$ cat src/rtl/prog_loader.sv
// Program loader: assembles a little-endian byte stream into 16-bit words held in a
// flop-based program store, and holds the core in reset until the whole program is in.
module prog_loader #(
    parameter int DEPTH = 16,
    parameter int AW    = 4
) (
    input  logic          clk,
    input  logic          rst_n,
    input  logic          start,
    input  logic [AW:0]   len,
    input  logic          in_valid,
    input  logic [7:0]    in_data,
    output logic          in_ready,
    input  logic [AW-1:0] rd_addr,
    output logic [15:0]   rd_data,
    output logic          busy,
    output logic          done,
    output logic          core_rst
);

    typedef enum logic [1:0] {
        IDLE  = 2'd0,
        RX_LO = 2'd1,
        RX_HI = 2'd2,
        DONE  = 2'd3
    } state_t;

    localparam logic [AW:0] DEPTH_W = (AW+1)'(DEPTH);
    localparam logic [AW:0] ONE_W   = (AW+1)'(1);

    state_t        state_reg;
    logic [AW-1:0] wr_ptr_reg;
    logic [AW:0]   count_reg;
    logic [7:0]    lo_byte_reg;
    logic          in_ready_reg;
    logic          busy_reg;
    logic          done_reg;
    logic          core_rst_reg;
    logic [15:0]   mem_reg [DEPTH];

    logic [AW:0]   len_eff;
    logic          xfer_hi;

    // A zero or oversized length means "fill the whole store".
    assign len_eff = ((len == '0) || (len > DEPTH_W)) ? DEPTH_W : len;
    assign xfer_hi = (state_reg == RX_HI) && in_valid;

    always_ff @(posedge clk or negedge rst_n) begin
        if (!rst_n) begin
            state_reg    <= IDLE;
            wr_ptr_reg   <= '0;
            count_reg    <= '0;
            lo_byte_reg  <= '0;
            in_ready_reg <= 1'b0;
            busy_reg     <= 1'b0;
            done_reg     <= 1'b0;
            core_rst_reg <= 1'b1;
        end else begin
            case (state_reg)
                IDLE, DONE: begin
                    if (start) begin
                        count_reg    <= len_eff;
                        wr_ptr_reg   <= '0;
                        state_reg    <= RX_LO;
                        in_ready_reg <= 1'b1;
                        busy_reg     <= 1'b1;
                        done_reg     <= 1'b0;
                        core_rst_reg <= 1'b1;
                    end
                end
                RX_LO: begin
                    if (in_valid) begin
                        lo_byte_reg <= in_data;
                        state_reg   <= RX_HI;
                    end
                end
                RX_HI: begin
                    if (in_valid) begin
                        wr_ptr_reg <= wr_ptr_reg + 1'b1;
                        count_reg  <= count_reg - 1'b1;
                        if (count_reg == ONE_W) begin
                            state_reg    <= DONE;
                            in_ready_reg <= 1'b0;
                            busy_reg     <= 1'b0;
                            done_reg     <= 1'b1;
                            core_rst_reg <= 1'b0;
                        end else begin
                            state_reg <= RX_LO;
                        end
                    end
                end
                default: state_reg <= IDLE;
            endcase
        end
    end

    // The word is committed on the high-byte edge, so a reset between bytes never leaves a partial word.
    always_ff @(posedge clk or negedge rst_n) begin
        if (!rst_n) begin
            for (int i = 0; i < DEPTH; i++) begin
                mem_reg[i] <= '0;
            end
        end else if (xfer_hi) begin
            mem_reg[wr_ptr_reg] <= {in_data, lo_byte_reg};
        end
    end

    assign rd_data  = mem_reg[rd_addr];
    assign in_ready = in_ready_reg;
    assign busy     = busy_reg;
    assign done     = done_reg;
    assign core_rst = core_rst_reg;

endmodule
$ cat config.mk
export PLATFORM = sky130hd
export DESIGN_NAME = prog_loader
export DESIGN_NICKNAME = d
export VERILOG_FILES = /design/src/rtl/prog_loader.sv
export SDC_FILE = /design/constraint.sdc
export NUM_CORES = 1
export LEC_CHECK = 0
export ABC_AREA = 1
export BUFFER_PORTS_ARGS = -buffer_cell sky130_fd_sc_hd__buf_2
export CORE_MARGIN = 1.5
export CORE_UTILIZATION = 35
export CTS_CLUSTER_DIAMETER = 120
export DETAILED_ROUTE_END_ITERATION = 12
export GPL_TIMING_DRIVEN = 1
export PLACE_DENSITY = 0.57
export SETUP_SLACK_MARGIN = 0.05
export SLEW_MARGIN = 20
export SYNTH_ARGS = -nofsm -noshare
export SYNTH_HDL_FRONTEND = slang
export SYNTH_SLANG_ARGS = --single-unit
$ cat constraint.sdc
create_clock -name clk -period 4.4 [get_ports clk]
set_input_delay 0.22 -clock clk [delete_from_list [all_inputs] [get_ports clk]]
set_output_delay 0.22 -clock clk [all_outputs]
set_load 0.02 [all_outputs]
# Word-level counts from Yosys, hierarchy flattened
# Index checks and enable logic that the tools add are counted.
[word_totals]
latchBits = 0
wordCells = 76
reg_bits = 278
mem_count = 0
output_inout_bits = 20
mem_bits_rw = 0
romBits = 0
[classes]
n_addsub = 2
reduce_logical = 11
n_lt_le_gt_ge = 4
bitwise = 2
eq_ne = 8
div_mod_pow = 0
mux = 26
n_shift = 0
n_mul = 0
[op_table]
columns = ["operator", "n"]
rows = [
  ["256-bit bitwise mux", 1],
  ["16-bit binary-select mux with 4-bit select", 1],
  ["16-bit demux with 4-bit select", 1],
  ["16-bit 2-to-1 mux", 3],
  ["5-bit 2-to-1 mux", 3],
  ["5-bit >= comparator (second input constant)", 2],
  ["4-bit NOT with 5-bit output", 2],
  ["5-bit case mux with 2 select lines", 1],
  ["2-bit 2-to-1 mux", 4],
  ["4-bit 2-to-1 mux", 2],
  ["4-bit case mux with 2 select lines", 1],
  ["1-bit 2-to-1 mux", 6],
  ["2-bit inequality test (second input constant)", 3],
  ["2-bit case mux with 3 select lines", 1],
  ["3-bit AND reduction", 2],
  ["5-bit by 1-bit == test with 1-bit output (second input constant)", 1],
  ["5-bit greater-than comparator (second input constant)", 1],
  ["5-bit logical NOT", 1],
  ["5-bit by 1-bit < comparator with 1-bit output (second input constant)", 1],
  ["5-bit by 1-bit subtractor with 5-bit output (second input constant)", 1],
  ["4-bit by 1-bit adder with 4-bit output (second input constant)", 1],
  ["2-bit == test (second input constant)", 2],
  ["1-bit case mux with 2 select lines", 2],
  ["4-bit AND reduction", 1],
  ["8 further kinds", 9],
]

# Depth between registers and ports, before layout
[depth]
ltp_word = 6
ltp_mapped = 11
depth_no_buf = 10

# Worst setup path after synthesis
# OpenSTA, ideal clock, no wires.
[synth_path]
path_kind = "input -> register"
start = "in len[0]"
end = "reg count_reg[3]"
t_arrival_ns = 1.326
path_buffers = 0
path_stages = 7
slack_ns = 2.953
t_required_ns = 4.279
cell_sequence = "or4_1 > ha_1 > inv_1 > a21oi_1 > nor2_1 > nand2_1 > o21ai_1"
[synth_between]
elab_chain_len = 5
elab_cells_between_ends = 6
classes_between = "1 x order compare; 3 x mux; 2 x reduce/logical"
[synth_rtl]
columns = ["item", "line", "rtl"]
rows = [
  ["start, declared", "10", "input logic [AW:0] len,"],
  ["5-bit greater-than comparator or 5-bit logical NOT (tied branches)", "45", "assign len_eff = ((len == '0) || (len > DEPTH_W)) ? DEPTH_W : len;"],
  ["1-bit logical OR *", "45", ""],
  ["5-bit 2-to-1 mux *", "45", ""],
  ["5-bit 2-to-1 mux *", "61", "if (start) begin"],
  ["5-bit case mux with 2 select lines *", "59", "case (state_reg)"],
  ["end signal, assigned", "62", "count_reg <= len_eff;"],
  ["end signal, assigned", "80", "count_reg <= count_reg - 1'b1;"],
  ["end, declared", "33", "logic [AW:0] count_reg;"],
]
# Mark *: on every way between the ends. The rest lies on a longest branch, timed or not. The select of a mux whose other input is x is not followed.
# A chain may end at the register's enable or synchronous reset.

# Worst setup path after layout
[layout_path]
start = "in rd_addr[0]"
end = "out rd_data[9]"
[layout_between]
elab_chain_len = 4
[layout_rtl]
columns = ["item", "line", "rtl"]
rows = [
  ["start, declared", "14", "input logic [AW-1:0] rd_addr,"],
  ["4-bit NOT with 5-bit output (implied by the code)", "108", "assign rd_data = mem_reg[rd_addr];"],
  ["16-bit binary-select mux with 4-bit select", "108", ""],
  ["16-bit 2-to-1 mux (implied by the code) (2 in a row)", "108", ""],
  ["end, declared", "15", "output logic [15:0] rd_data,"],
]
# Every way passes these cells. The select of a mux whose other input is x is not followed.

==> flow_summary.ini <==
[die]
die_h_um = 199.4
die_area_um2 = 39750
start_util = 0.3566
dieWidth_um = 199.4
rows = 71
coreArea_um2 = 37840
ios = 41

[critical_path]
worstPathRequired_ns = 4.18
cpPeakStageDelay_ns = 0.58
crit_family = buffers and inverters
arrival_ns = 2.55
cp_max_fo = 72
worstPathCellList = buf_4, inv_4, buf_12, nand2_1, nand3_1, nand3_1, nand3_1, nand2_1, buf_2
cp_slowest_cell = buf_4
startpoint_type = input pin
rrSetupSlack_ns = 1.89
path_buf_inv = 4
worstSetupPathType = in -> out
crit_path_frequent_cell = nand3_1
crit_path_end_kind = output port

[logic_synthesis]
synth_nets = 1819
syn_area_per_cell_um2 = 7.544
ys_seq_area_frac = 0.5155
netlist_area_um2 = 13500
ys_ff_latch = 278
ys_types = 26
syn_inst = 1789
ys_warn_count = 0

[global_routing]
grt_pass1_vias = 11080
track_usage = 0.1982
grt_pass1_wl_mm = 61.58
grt-ovfl-total = 0
grt_max_degree = 116
grt_antenna_before_repair = 0

[clocking]
clockBufferDepth = 3
cts_inserted_buffers = 31
post-cts-setup-buffer-count = 0
htreeDepth = 1
path_clk_slew_ns = 0.06
clock_sinks = 278
root_buffer = clkbuf_16
insertion_delay_ns = 0.56
cts_tree = yes

[layout]
synthToLayoutAreaGrowth_pct = 11.09
nFillCells = 3960
fin_cells = 2295
drive_above_1_share = 0.07231
antennaDiodeCount = 0
fin_util = 0.3962
final_common_cell = nand2_1
nets = 1792
largest_register_ffs = 256
mostFrequentLayoutCells = nand2_1 (634), dfrtp_1 (277), o21ai_0 (250), inv_1 (231), nand3_1 (201)

[sta]
setup_ws_ns = 1.632
final_max_slew_viol_count = 0
period_share = 0.6290
setup_violations = 0
rsz0062_at_grt = false
finalCriticalPeriod_ns = 2.768
slew_headroom = 0.2849
fin_skew_ns = 0.01431
tightestPinTransition_ns = 1.070
fmax_mhz = 361.3
hold_viol_final = 0
setup-tns-final_ns = 0

[outcome]
status = finished clean

[power]
intPower_uw = 4622
p_seq_frac = 0.439
p_leak_uw = 0.007187
power_density_nw_per_um2 = 445.0
vdd_ir_drop_max_mv = 0.2438
clockPowerShare = 0.386
switching_power_uw = 2050
swShare = 0.3073
p_comb_frac = 0.175

[job]
max-cap-violations = 0

[drt]
via_per_inst = 4.913
vias = 11280
wl_mm = 37.88
ant_nets = 0
drc = 0
wl_per_cell_um = 16.50
drtIter0Drc = 826
dr.pass1.iters = 7

[worst_hold_path]
hold_class = in -> reg

[place]
placedCellCount = 2238
portBuffers = 40
hpwlAfterDp_mm = 22.60
gp_congestion = 0.7756
place_ws_ns = 1.664
[cells by family (layout without fill, tap and decap cells)]
| family | Yosys count | after routing | share of synthesized area |
|---|---|---|---|
| DFF | 278 | 278 | 0.5155 |
| xor gates and xnor gates | 2 | 2 | 0.001298 |
| AOI/OAI and AO/OA | 282 | 282 | 0.1046 |
| buffers and inverters | 357 | 352 | 0.1074 |
| and+or+nand+nor | 861 | 861 | 0.2629 |
| adders and majority gates | 9 | 9 | 0.008344 |
[layout make-up]
type	count	area, µm²	share of cell area
inverters	237	892.1	0.05950
flip-flops and latches	278	6958	0.4641
clock buffers	46	932.1	0.06217
multi-input cells	1154	5102	0.3403
repair buffers	60	392.9	0.02620
clock inverters	9	76.32	0.005091
well taps	511	639.4	0.04264
[tightest hold or removal path, delay by kind of cell]
kind / cells / cell delay (ns)
AND/OR/NAND/NOR: 2 / 0.13
buffers and inverters: 1 / 0.08
AO/OA/AOI/OAI: 2 / 0.14
[path summary, 6_finish.rpt]
kind / start / endpoint / cells past startpoint
worst max-delay path: rd_addr[0] / rd_data[9] / 9
worst min register to register: core_rst / core_rst / 2
max in group asynchronous: rst_n / mem_reg[187] / 3
worst min-delay path: len[2] / count_reg[2] / 5
min in group asynchronous: rst_n / mem_reg[229] / 2
worst max register to register: state_reg[0] / mem_reg[168] / 8
[cell usage after synthesis]
cell type | number | area (µm²)
buf_6 | 1 | 11.26
nand3_1 | 201 | 1006
o21ai_1 | 30 | 150.1
nand2_4 | 1 | 11.26
o21ai_0 | 250 | 1251
a21oi_1 | 2 | 10.01
or4_1 | 1 | 7.510
xor2_1 | 1 | 8.760
dfrtp_1 | 277 | 6932
xnor2_1 | 1 | 8.760
buf_1 | 7 | 26.28
ha_1 | 9 | 112.6
clkbuf_1 | 35 | 131.4
nor2_4 | 4 | 45.04
nand3b_1 | 1 | 7.510
clkbuf_2 | 11 | 55.05
nor2_2 | 2 | 12.51
nand4_1 | 4 | 25.02
nand2_2 | 2 | 12.51
nand2_1 | 639 | 2399
inv_1 | 232 | 870.8
buf_2 | 64 | 320.3
inv_2 | 5 | 18.77
nor2_1 | 6 | 22.52
buf_4 | 2 | 15.01
dfstp_2 | 1 | 26.28
[power by group through the flow]
stage | Sequential (µW) | Clock [µW] | Combinational (µW)
floorplan | 2950 | 0 | 812
global placement | 2960 | 0 | 1160
detailed placement | 2970 | 0 | 1190
CTS | 2930 | 2640 | 1190
global route | 2960 | 2730 | 1350
finish | 2930 | 2580 | 1170
[layer usage]
layer | up-vias | share of wire | global-route usage
li1 | 5510 | - | -
met1 | 5433 | 0.47 | 0.2716
met2 | 276 | 0.46 | 0.3331
met3 | 56 | 0.048 | 0.02228
met4 | 0 | 0.026 | 0.05152
met5 | - | 0 | 0
[metrics by stage]
stage          hold WS (ns)  power, µW  instance area [µm²]
2_1_floorplan      -0.07559       3766                13500
3_3_place_gp         0.3808       4123                13950
3_5_place_dp         0.3890       4155                13960
4_1_cts             0.03628       6758                14990
5_1_grt             0.07393       7040                14990
6_report            0.05597       6672                14990
[timing repair]
action | CTS | global route
gates resized for setup | 0 | 0
hold endpoints to repair | 115 | 0
hold buffers | 2 | 0
No activity file was read; power rests on OpenSTA's default activity.
